--- src/rtl/axi_aw_route_if.sv ---
// Bundle of the master-side and slave-side AW/W/B signals seen by axi_aw_route.
// The router uses the slave modport and the upstream/downstream agents use the master modport.
interface axi_aw_route_if #(
    parameter int NUM_S  = 2,
    parameter int ADDR_W = 32,
    parameter int ID_W   = 4,
    parameter int MID_W  = 4,
    parameter int LEN_W  = 4,
    parameter int SIZE_W = 3,
    parameter int DATA_W = 32
);
    localparam int SID_W = ID_W + MID_W;

    logic [ID_W-1:0]     AWID_M;
    logic [ADDR_W-1:0]   AWADDR_M;
    logic [LEN_W-1:0]    AWLEN_M;
    logic [SIZE_W-1:0]   AWSIZE_M;
    logic [1:0]          AWBURST_M;
    logic                AWVALID_M, AWREADY_M;
    logic [DATA_W-1:0]   WDATA_M;
    logic [DATA_W/8-1:0] WSTRB_M;
    logic                WLAST_M, WVALID_M, WREADY_M;
    logic [ID_W-1:0]     BID_M;
    logic [1:0]          BRESP_M;
    logic                BVALID_M, BREADY_M;

    logic [SID_W-1:0]    AWID_S;
    logic [ADDR_W-1:0]   AWADDR_S;
    logic [LEN_W-1:0]    AWLEN_S;
    logic [SIZE_W-1:0]   AWSIZE_S;
    logic [1:0]          AWBURST_S;
    logic [NUM_S-1:0]    AWVALID_S, AWREADY_S;
    logic [DATA_W-1:0]   WDATA_S;
    logic [DATA_W/8-1:0] WSTRB_S;
    logic                WLAST_S;
    logic [NUM_S-1:0]    WVALID_S, WREADY_S;
    logic [NUM_S-1:0][SID_W-1:0] BID_S;
    logic [NUM_S-1:0][1:0]       BRESP_S;
    logic [NUM_S-1:0]    BVALID_S, BREADY_S;

    modport slave (
        input  AWID_M, AWADDR_M, AWLEN_M, AWSIZE_M, AWBURST_M, AWVALID_M,
        output AWREADY_M,
        input  WDATA_M, WSTRB_M, WLAST_M, WVALID_M,
        output WREADY_M, BID_M, BRESP_M, BVALID_M,
        input  BREADY_M,
        output AWID_S, AWADDR_S, AWLEN_S, AWSIZE_S, AWBURST_S, AWVALID_S,
        input  AWREADY_S,
        output WDATA_S, WSTRB_S, WLAST_S, WVALID_S,
        input  WREADY_S, BID_S, BRESP_S, BVALID_S,
        output BREADY_S
    );

    modport master (
        output AWID_M, AWADDR_M, AWLEN_M, AWSIZE_M, AWBURST_M, AWVALID_M,
        input  AWREADY_M,
        output WDATA_M, WSTRB_M, WLAST_M, WVALID_M,
        input  WREADY_M, BID_M, BRESP_M, BVALID_M,
        output BREADY_M,
        input  AWID_S, AWADDR_S, AWLEN_S, AWSIZE_S, AWBURST_S, AWVALID_S,
        output AWREADY_S,
        input  WDATA_S, WSTRB_S, WLAST_S, WVALID_S,
        output WREADY_S, BID_S, BRESP_S, BVALID_S,
        input  BREADY_S
    );
endinterface

--- src/rtl/axi_aw_route.sv ---
// Single-outstanding AXI write router: decodes AWADDR onto one of NUM_S slaves or an
// internal DECERR slave, steers AW/W/B to that port and prefixes slave-side IDs with MID.
module axi_aw_route #(
    parameter int NUM_S  = 2,
    parameter int ADDR_W = 32,
    parameter int ID_W   = 4,
    parameter int MID_W  = 4,
    parameter int MID    = 0,
    parameter int LEN_W  = 4,
    parameter int SIZE_W = 3,
    parameter int DATA_W = 32,
    parameter logic [NUM_S*ADDR_W-1:0] SLV_BASE = {32'h0001_0000, 32'h0000_0000},
    parameter logic [NUM_S*ADDR_W-1:0] SLV_MASK = {32'hFFFF_0000, 32'hFFFF_0000}
) (
    input  logic          ACLK,
    input  logic          ARESET,
    axi_aw_route_if.slave bus,
    output logic          wlast_err
);
    localparam int SEL_W = $clog2(NUM_S + 1);
    // Index one past the last real slave selects the internal DECERR responder.
    localparam logic [SEL_W-1:0] DEF = SEL_W'(NUM_S);

    typedef enum logic [1:0] {IDLE, WDATA, WRESP} state_t;

    state_t           state_q, state_d;
    logic [SEL_W-1:0] sel_q, sel_d, dec;
    logic [LEN_W-1:0] cnt_q, cnt_d, len_q, len_d;
    logic [ID_W-1:0]  id_q, id_d;
    logic             wlast_err_q, wlast_err_d;
    logic             aw_rdy, w_rdy, b_vld;
    logic             unused_bid;

    assign unused_bid    = ^bus.BID_S;
    assign wlast_err     = wlast_err_q;

    assign bus.AWID_S    = {MID_W'(MID), bus.AWID_M};
    assign bus.AWADDR_S  = ADDR_W'(bus.AWADDR_M);
    assign bus.AWLEN_S   = LEN_W'(bus.AWLEN_M);
    assign bus.AWSIZE_S  = SIZE_W'(bus.AWSIZE_M);
    assign bus.AWBURST_S = bus.AWBURST_M;
    assign bus.WDATA_S   = DATA_W'(bus.WDATA_M);
    assign bus.WSTRB_S   = (DATA_W/8)'(bus.WSTRB_M);
    assign bus.WLAST_S   = bus.WLAST_M;

    // Walk downwards so the lowest matching slave index is the one left in dec.
    always_comb begin
        dec = DEF;
        for (int i = NUM_S - 1; i >= 0; i--)
            if ((bus.AWADDR_M & SLV_MASK[i*ADDR_W +: ADDR_W]) == SLV_BASE[i*ADDR_W +: ADDR_W])
                dec = SEL_W'(i);
    end

    always_comb begin
        state_d       = state_q;
        sel_d         = sel_q;
        cnt_d         = cnt_q;
        len_d         = len_q;
        id_d          = id_q;
        wlast_err_d   = 1'b0;
        aw_rdy        = 1'b0;
        w_rdy         = 1'b0;
        b_vld         = 1'b0;
        bus.AWVALID_S = '0;
        bus.WVALID_S  = '0;
        bus.BREADY_S  = '0;
        bus.BRESP_M   = 2'b00;
        bus.BID_M     = '0;
        case (state_q)
            IDLE: begin
                aw_rdy = (dec == DEF);
                for (int i = 0; i < NUM_S; i++)
                    if (dec == SEL_W'(i)) begin
                        bus.AWVALID_S[i] = bus.AWVALID_M;
                        aw_rdy           = bus.AWREADY_S[i];
                    end
                if (bus.AWVALID_M && aw_rdy) begin
                    sel_d   = dec;
                    len_d   = bus.AWLEN_M;
                    id_d    = bus.AWID_M;
                    cnt_d   = '0;
                    state_d = WDATA;
                end
            end
            WDATA: begin
                w_rdy = (sel_q == DEF);
                for (int i = 0; i < NUM_S; i++)
                    if (sel_q == SEL_W'(i)) begin
                        bus.WVALID_S[i] = bus.WVALID_M;
                        w_rdy           = bus.WREADY_S[i];
                    end
                // WLAST alone ends the burst; the beat count only feeds the error flag.
                if (bus.WVALID_M && w_rdy) begin
                    cnt_d       = cnt_q + 1'b1;
                    wlast_err_d = bus.WLAST_M != (cnt_q == len_q);
                    if (bus.WLAST_M) state_d = WRESP;
                end
            end
            WRESP: begin
                b_vld       = (sel_q == DEF);
                bus.BRESP_M = 2'b11;
                bus.BID_M   = id_q;
                for (int i = 0; i < NUM_S; i++)
                    if (sel_q == SEL_W'(i)) begin
                        b_vld           = bus.BVALID_S[i];
                        bus.BRESP_M     = bus.BRESP_S[i];
                        bus.BID_M       = bus.BID_S[i][ID_W-1:0];
                        bus.BREADY_S[i] = bus.BREADY_M;
                    end
                if (b_vld && bus.BREADY_M) state_d = IDLE;
            end
            default: state_d = IDLE;
        endcase
        bus.AWREADY_M = aw_rdy;
        bus.WREADY_M  = w_rdy;
        bus.BVALID_M  = b_vld;
    end

    always_ff @(posedge ACLK) begin
        if (ARESET) begin
            state_q     <= IDLE;
            sel_q       <= '0;
            cnt_q       <= '0;
            len_q       <= '0;
            id_q        <= '0;
            wlast_err_q <= 1'b0;
        end else begin
            state_q     <= state_d;
            sel_q       <= sel_d;
            cnt_q       <= cnt_d;
            len_q       <= len_d;
            id_q        <= id_d;
            wlast_err_q <= wlast_err_d;
        end
    end
endmodule
--- src/flat_wrapper.sv ---
// flat-port wrapper written by rule: the top's interface ports become plain ports
module axi_aw_route_flat 
#(
    parameter int NUM_S  = 2,
    parameter int ADDR_W = 32,
    parameter int ID_W   = 4,
    parameter int MID_W  = 4,
    parameter int MID    = 0,
    parameter int LEN_W  = 4,
    parameter int SIZE_W = 3,
    parameter int DATA_W = 32,
    parameter logic [NUM_S*ADDR_W-1:0] SLV_BASE = {32'h0001_0000, 32'h0000_0000},
    parameter logic [NUM_S*ADDR_W-1:0] SLV_MASK = {32'hFFFF_0000, 32'hFFFF_0000}
)
  (ACLK, ARESET, wlast_err, bus_AWID_M, bus_AWADDR_M, bus_AWLEN_M, bus_AWSIZE_M, bus_AWBURST_M, bus_AWVALID_M, bus_AWREADY_M, bus_WDATA_M, bus_WSTRB_M, bus_WLAST_M, bus_WVALID_M, bus_WREADY_M, bus_BID_M, bus_BRESP_M, bus_BVALID_M, bus_BREADY_M, bus_AWID_S, bus_AWADDR_S, bus_AWLEN_S, bus_AWSIZE_S, bus_AWBURST_S, bus_AWVALID_S, bus_AWREADY_S, bus_WDATA_S, bus_WSTRB_S, bus_WLAST_S, bus_WVALID_S, bus_WREADY_S, bus_BID_S, bus_BRESP_S, bus_BVALID_S, bus_BREADY_S);
  axi_aw_route_if #(.NUM_S(NUM_S), .ADDR_W(ADDR_W), .ID_W(ID_W), .MID_W(MID_W), .LEN_W(LEN_W), .SIZE_W(SIZE_W), .DATA_W(DATA_W)) bus_i ();
  input  logic ACLK;
  input  logic ARESET;
  output logic wlast_err;
  input wire logic [$bits(bus_i.AWID_M)-1:0] bus_AWID_M;
  input wire logic [$bits(bus_i.AWADDR_M)-1:0] bus_AWADDR_M;
  input wire logic [$bits(bus_i.AWLEN_M)-1:0] bus_AWLEN_M;
  input wire logic [$bits(bus_i.AWSIZE_M)-1:0] bus_AWSIZE_M;
  input wire logic [$bits(bus_i.AWBURST_M)-1:0] bus_AWBURST_M;
  input wire logic [$bits(bus_i.AWVALID_M)-1:0] bus_AWVALID_M;
  output wire logic [$bits(bus_i.AWREADY_M)-1:0] bus_AWREADY_M;
  input wire logic [$bits(bus_i.WDATA_M)-1:0] bus_WDATA_M;
  input wire logic [$bits(bus_i.WSTRB_M)-1:0] bus_WSTRB_M;
  input wire logic [$bits(bus_i.WLAST_M)-1:0] bus_WLAST_M;
  input wire logic [$bits(bus_i.WVALID_M)-1:0] bus_WVALID_M;
  output wire logic [$bits(bus_i.WREADY_M)-1:0] bus_WREADY_M;
  output wire logic [$bits(bus_i.BID_M)-1:0] bus_BID_M;
  output wire logic [$bits(bus_i.BRESP_M)-1:0] bus_BRESP_M;
  output wire logic [$bits(bus_i.BVALID_M)-1:0] bus_BVALID_M;
  input wire logic [$bits(bus_i.BREADY_M)-1:0] bus_BREADY_M;
  output wire logic [$bits(bus_i.AWID_S)-1:0] bus_AWID_S;
  output wire logic [$bits(bus_i.AWADDR_S)-1:0] bus_AWADDR_S;
  output wire logic [$bits(bus_i.AWLEN_S)-1:0] bus_AWLEN_S;
  output wire logic [$bits(bus_i.AWSIZE_S)-1:0] bus_AWSIZE_S;
  output wire logic [$bits(bus_i.AWBURST_S)-1:0] bus_AWBURST_S;
  output wire logic [$bits(bus_i.AWVALID_S)-1:0] bus_AWVALID_S;
  input wire logic [$bits(bus_i.AWREADY_S)-1:0] bus_AWREADY_S;
  output wire logic [$bits(bus_i.WDATA_S)-1:0] bus_WDATA_S;
  output wire logic [$bits(bus_i.WSTRB_S)-1:0] bus_WSTRB_S;
  output wire logic [$bits(bus_i.WLAST_S)-1:0] bus_WLAST_S;
  output wire logic [$bits(bus_i.WVALID_S)-1:0] bus_WVALID_S;
  input wire logic [$bits(bus_i.WREADY_S)-1:0] bus_WREADY_S;
  input wire logic [$bits(bus_i.BID_S)-1:0] bus_BID_S;
  input wire logic [$bits(bus_i.BRESP_S)-1:0] bus_BRESP_S;
  input wire logic [$bits(bus_i.BVALID_S)-1:0] bus_BVALID_S;
  output wire logic [$bits(bus_i.BREADY_S)-1:0] bus_BREADY_S;
  assign bus_i.AWID_M = bus_AWID_M;
  assign bus_i.AWADDR_M = bus_AWADDR_M;
  assign bus_i.AWLEN_M = bus_AWLEN_M;
  assign bus_i.AWSIZE_M = bus_AWSIZE_M;
  assign bus_i.AWBURST_M = bus_AWBURST_M;
  assign bus_i.AWVALID_M = bus_AWVALID_M;
  assign bus_AWREADY_M = bus_i.AWREADY_M;
  assign bus_i.WDATA_M = bus_WDATA_M;
  assign bus_i.WSTRB_M = bus_WSTRB_M;
  assign bus_i.WLAST_M = bus_WLAST_M;
  assign bus_i.WVALID_M = bus_WVALID_M;
  assign bus_WREADY_M = bus_i.WREADY_M;
  assign bus_BID_M = bus_i.BID_M;
  assign bus_BRESP_M = bus_i.BRESP_M;
  assign bus_BVALID_M = bus_i.BVALID_M;
  assign bus_i.BREADY_M = bus_BREADY_M;
  assign bus_AWID_S = bus_i.AWID_S;
  assign bus_AWADDR_S = bus_i.AWADDR_S;
  assign bus_AWLEN_S = bus_i.AWLEN_S;
  assign bus_AWSIZE_S = bus_i.AWSIZE_S;
  assign bus_AWBURST_S = bus_i.AWBURST_S;
  assign bus_AWVALID_S = bus_i.AWVALID_S;
  assign bus_i.AWREADY_S = bus_AWREADY_S;
  assign bus_WDATA_S = bus_i.WDATA_S;
  assign bus_WSTRB_S = bus_i.WSTRB_S;
  assign bus_WLAST_S = bus_i.WLAST_S;
  assign bus_WVALID_S = bus_i.WVALID_S;
  assign bus_i.WREADY_S = bus_WREADY_S;
  assign bus_i.BID_S = bus_BID_S;
  assign bus_i.BRESP_S = bus_BRESP_S;
  assign bus_i.BVALID_S = bus_BVALID_S;
  assign bus_BREADY_S = bus_i.BREADY_S;
  axi_aw_route #(.NUM_S(NUM_S), .ADDR_W(ADDR_W), .ID_W(ID_W), .MID_W(MID_W), .MID(MID), .LEN_W(LEN_W), .SIZE_W(SIZE_W), .DATA_W(DATA_W), .SLV_BASE(SLV_BASE), .SLV_MASK(SLV_MASK)) u_core (.ACLK(ACLK), .ARESET(ARESET), .bus(bus_i), .wlast_err(wlast_err));
endmodule
--- config.mk ---
export PLATFORM = sky130hd
export DESIGN_NAME = axi_aw_route_flat
export DESIGN_NICKNAME = d
export VERILOG_FILES = /design/src/rtl/axi_aw_route_if.sv /design/src/rtl/axi_aw_route.sv /design/src/flat_wrapper.sv
export SDC_FILE = /design/constraint.sdc
export NUM_CORES = 1
export LEC_CHECK = 0
export ABC_AREA = 1
export BUFFER_PORTS_ARGS = -buffer_cell sky130_fd_sc_hd__buf_2
export CAP_MARGIN = 10
export CELL_PAD_IN_SITES_DETAIL_PLACEMENT = 1
export CELL_PAD_IN_SITES_GLOBAL_PLACEMENT = 2
export CORE_MARGIN = 2
export CORE_UTILIZATION = 14
export CTS_CLUSTER_SIZE = 28
export DETAILED_ROUTE_END_ITERATION = 8
export MAX_ROUTING_LAYER = met4
export PLACE_DENSITY_LB_ADDON = 0.1
export SKIP_CTS_REPAIR_TIMING = 1
export SYNTH_ARGS = -nofsm -noshare
export SYNTH_HDL_FRONTEND = slang
export SYNTH_SLANG_ARGS = --single-unit
export TNS_END_PERCENT = 5
--- constraint.sdc ---
create_clock -name ACLK -period 2.05 [get_ports ACLK]
set_clock_uncertainty 0.2 [all_clocks]
set_input_delay 0.205 -clock ACLK [delete_from_list [all_inputs] [get_ports ACLK]]
set_output_delay 0.205 -clock ACLK [all_outputs]
set_load 0.01 [all_outputs]
==> out/qor.txt <==
TritonCTS clock tree: built
Max H-tree Level: 1
VDD IR max: 0.248 mV
vias per cell: 3.43
multi-input logic area: 717 µm²
clk root buf: clkbuf_16
DRT iter0 DRCs: 26
Post-DRT Antenna Nets: 0
HP Class: in2reg
worst reg-to-reg setup slack: 0.45 ns
leading area contributor after synthesis: buf_4
Fill cells: 1580
die width: 118 µm
# setup viols final: 0
total core area: 0.0127 mm²
Cell Pwr Density: 905 mW/mm²
DIE AREA: 0.0140 mm²
hold path endpoint: u_core.len_q[3]
worst r2r path cells: 8
register area: 342 µm²
Total Power: 1.75 mW
drt drc: 0
TNS Setup: 0 ns
Setup CP Type: reg2out
routed len/inst: 11.5 µm
vias in the first global route: 1653
Port Buffers: 88
Setup crit start kind: register
Util after Layout: 0.153
Mapped Cells: 273
Max Fclk: 0.555 GHz
Critical Path AT: 1.40 ns
Final min period: 1.80 ns
CP max stage delay: 0.41 ns
first-pass GRT wire length: 8.45 mm
max-cap violations: 0
RR Startpoint: u_core.sel_q[1]
clk buf depth: 2
static leakage: 0.984 nW
area delta synth->final: 5.74%
hold path cells: 3
HPWL Detailed: 4.39 mm
largest net degree at the start of global routing: 17
RSZ-0062 raised after global routing: false
IO Pins: 215
worst r2r dst: u_core.cnt_q[0]
Total GRT Usage: 0.0781
Synth cell types: 27
CTS clk-pin slew, worst paths: 0.06 ns
GRT overflow: 0
post-synthesis sequential area ratio: 0.186
post-synth top area share: 0.357
Initial Utilization: 0.144
Slew Viols, Final: 0
via count: 1559
Std-Cell Rows: 41
antenna cells: 0
first-pass iteration count of the detailed router: 4
synthesized flop and latch total: 17
DIE HEIGHT: 118 µm
yosys warns: 0
clk_lat worst skew: 0.25 ns
slowest CP cell: dfxtp_2
layout cell share with drive strength beyond 1: 0.411
RePlAce Congestion: 0.673
critical-path maximum fanout: 5
synthesized area: 0.00183 mm²
crit path cell chain: inv_2, nor2_2, inv_1, nor3_1, buf_2
period utilization: 0.879
Nets: 397
initial antenna violation count: 0
Routed Wire Length: 5.22 mm
CTS Buf Count: 3
final hold violation count: 0
syn avg cell area: 6.71 µm²
min-delay src: bus_AWLEN_M[3]
Hold WS: 0.0306 ns
Worst setup EP type: output pin
Synth area leaders: buf_4 36%, dfxtp_1 19%, nand2_1 8.0%
worst path required time: 1.64 ns
outcome: complete, no violations
clock sink total: 17
-- cell families (layout without fill, tap and decap cells) --
kind of cell	count (synthesis)	after routing	share of synthesized area
compound gates	30	30	0.0998
simple gates	100	100	0.258
flops	17	17	0.186
other cells	1	4	0.00205
buf+inv	120	126	0.429
fa+ha+maj	1	1	0.00683
xor+xnor	4	4	0.0191
-- layer usage --
metal  wire, µm  GRT usage  part of all wire  up-vias
li1           -          -                 -      788
met1       2500     0.0988              0.48      678
met2       2130      0.114              0.41       78
met3        464     0.0217             0.089       15
met4        121     0.0377             0.023        0
met5          0          -                 0        -
-- worst max path at each step --
stage | cells after the start | slack [ns] | to | startpoint
global placement | 11 | 0.24 | u_core.cnt_q[3] | bus_AWADDR_M[19]
detailed placement | 11 | 0.23 | u_core.cnt_q[3] | bus_AWADDR_M[19]
CTS | 6 | 0.08 | bus_BID_M[3] | u_core.state_q[1]
floorplan | 4 | 0.53 | bus_BREADY_S[1] | u_core.sel_q[1]
global route | 5 | 0.09 | bus_BREADY_S[1] | u_core.state_q[1]
finish | 5 | 0.25 | bus_BREADY_S[1] | u_core.state_q[1]
-- cell usage in the layout, fill, tap and decap left out --
cell	Yosys	routed
nand3_2	2	2
buf_2	0	88
ha_1	1	1
inv_2	3	3
xor2_1	2	2
o21ai_1	2	2
nor2_4	3	3
o221a_2	2	2
nand3_1	16	16
inv_1	27	27
o211ai_1	4	4
nor2_2	5	5
o21ai_0	7	7
nor2_1	23	23
clkbuf_1	2	1
xnor2_1	2	2
nand2_2	2	2
buf_4	87	4
clkbuf_16	0	3
a22oi_1	1	1
conb_1	1	4
o21ai_2	2	2
nor3_1	5	5
dfxtp_1	17	16
nand2_1	39	39
nand4_1	4	4
nand2_4	1	1
a21oi_1	12	12
dfxtp_2	0	1
-- critical path: cells and delay by family, from the launching register on --
family	cells	cell delay, ns
and+or+nand+nor	2	0.37
buffers and inverters	3	0.35
DFF	1	0.41
-- through the flow --
step,instance area (µm²),setup slack (ns),cells
global placement,1860,0.244,450
finish,1940,0.248,454
global route,1940,0.0928,454
CTS,1930,0.0754,454
detailed placement,1860,0.226,450
floorplan,1840,0.530,276
-- cell type report --
class,instances,share of cell area
clock buffer,4,0.0407
inverter,30,0.0582
multi-input combinational,139,0.370
sequential,17,0.176
tap,172,0.111
timing repair buffer,92,0.243
-- synthesized netlist by cell type --
master    instances
a22oi_1           1
o221a_2           2
nand3_2           2
clkbuf_1          2
nand4_1           4
nand2_4           1
o211ai_1          4
inv_2             3
nor2_2            5
xnor2_1           2
o21ai_0           7
o21ai_2           2
nand2_2           2
buf_6             1
dfxtp_1          17
a21oi_1          12
inv_1            27
xor2_1            2
conb_1            1
ha_1              1
nor2_4            3
nor3_1            5
nand3_1          16
o21ai_1           2
nor2_1           23
nand2_1          39
buf_4            87
-- sequential cells by signal (all words and copies together), names as in the netlist --
signal / flops
u_core.cnt_q: 4
u_core.id_q: 4
u_core.len_q: 4
u_core.sel_q: 2
u_core.state_q: 2
u_core.wlast_err: 1
-- report_power, final --
group / total, mW / internal [mW] / switching, mW
Sequential: 0.490 / 0.411 / 0.0791
Combinational: 0.849 / 0.315 / 0.534
Clock: 0.412 / 0.265 / 0.147
Total: 1.75 / 0.991 / 0.760
Note: power is estimated with default switching activity, not from simulation.
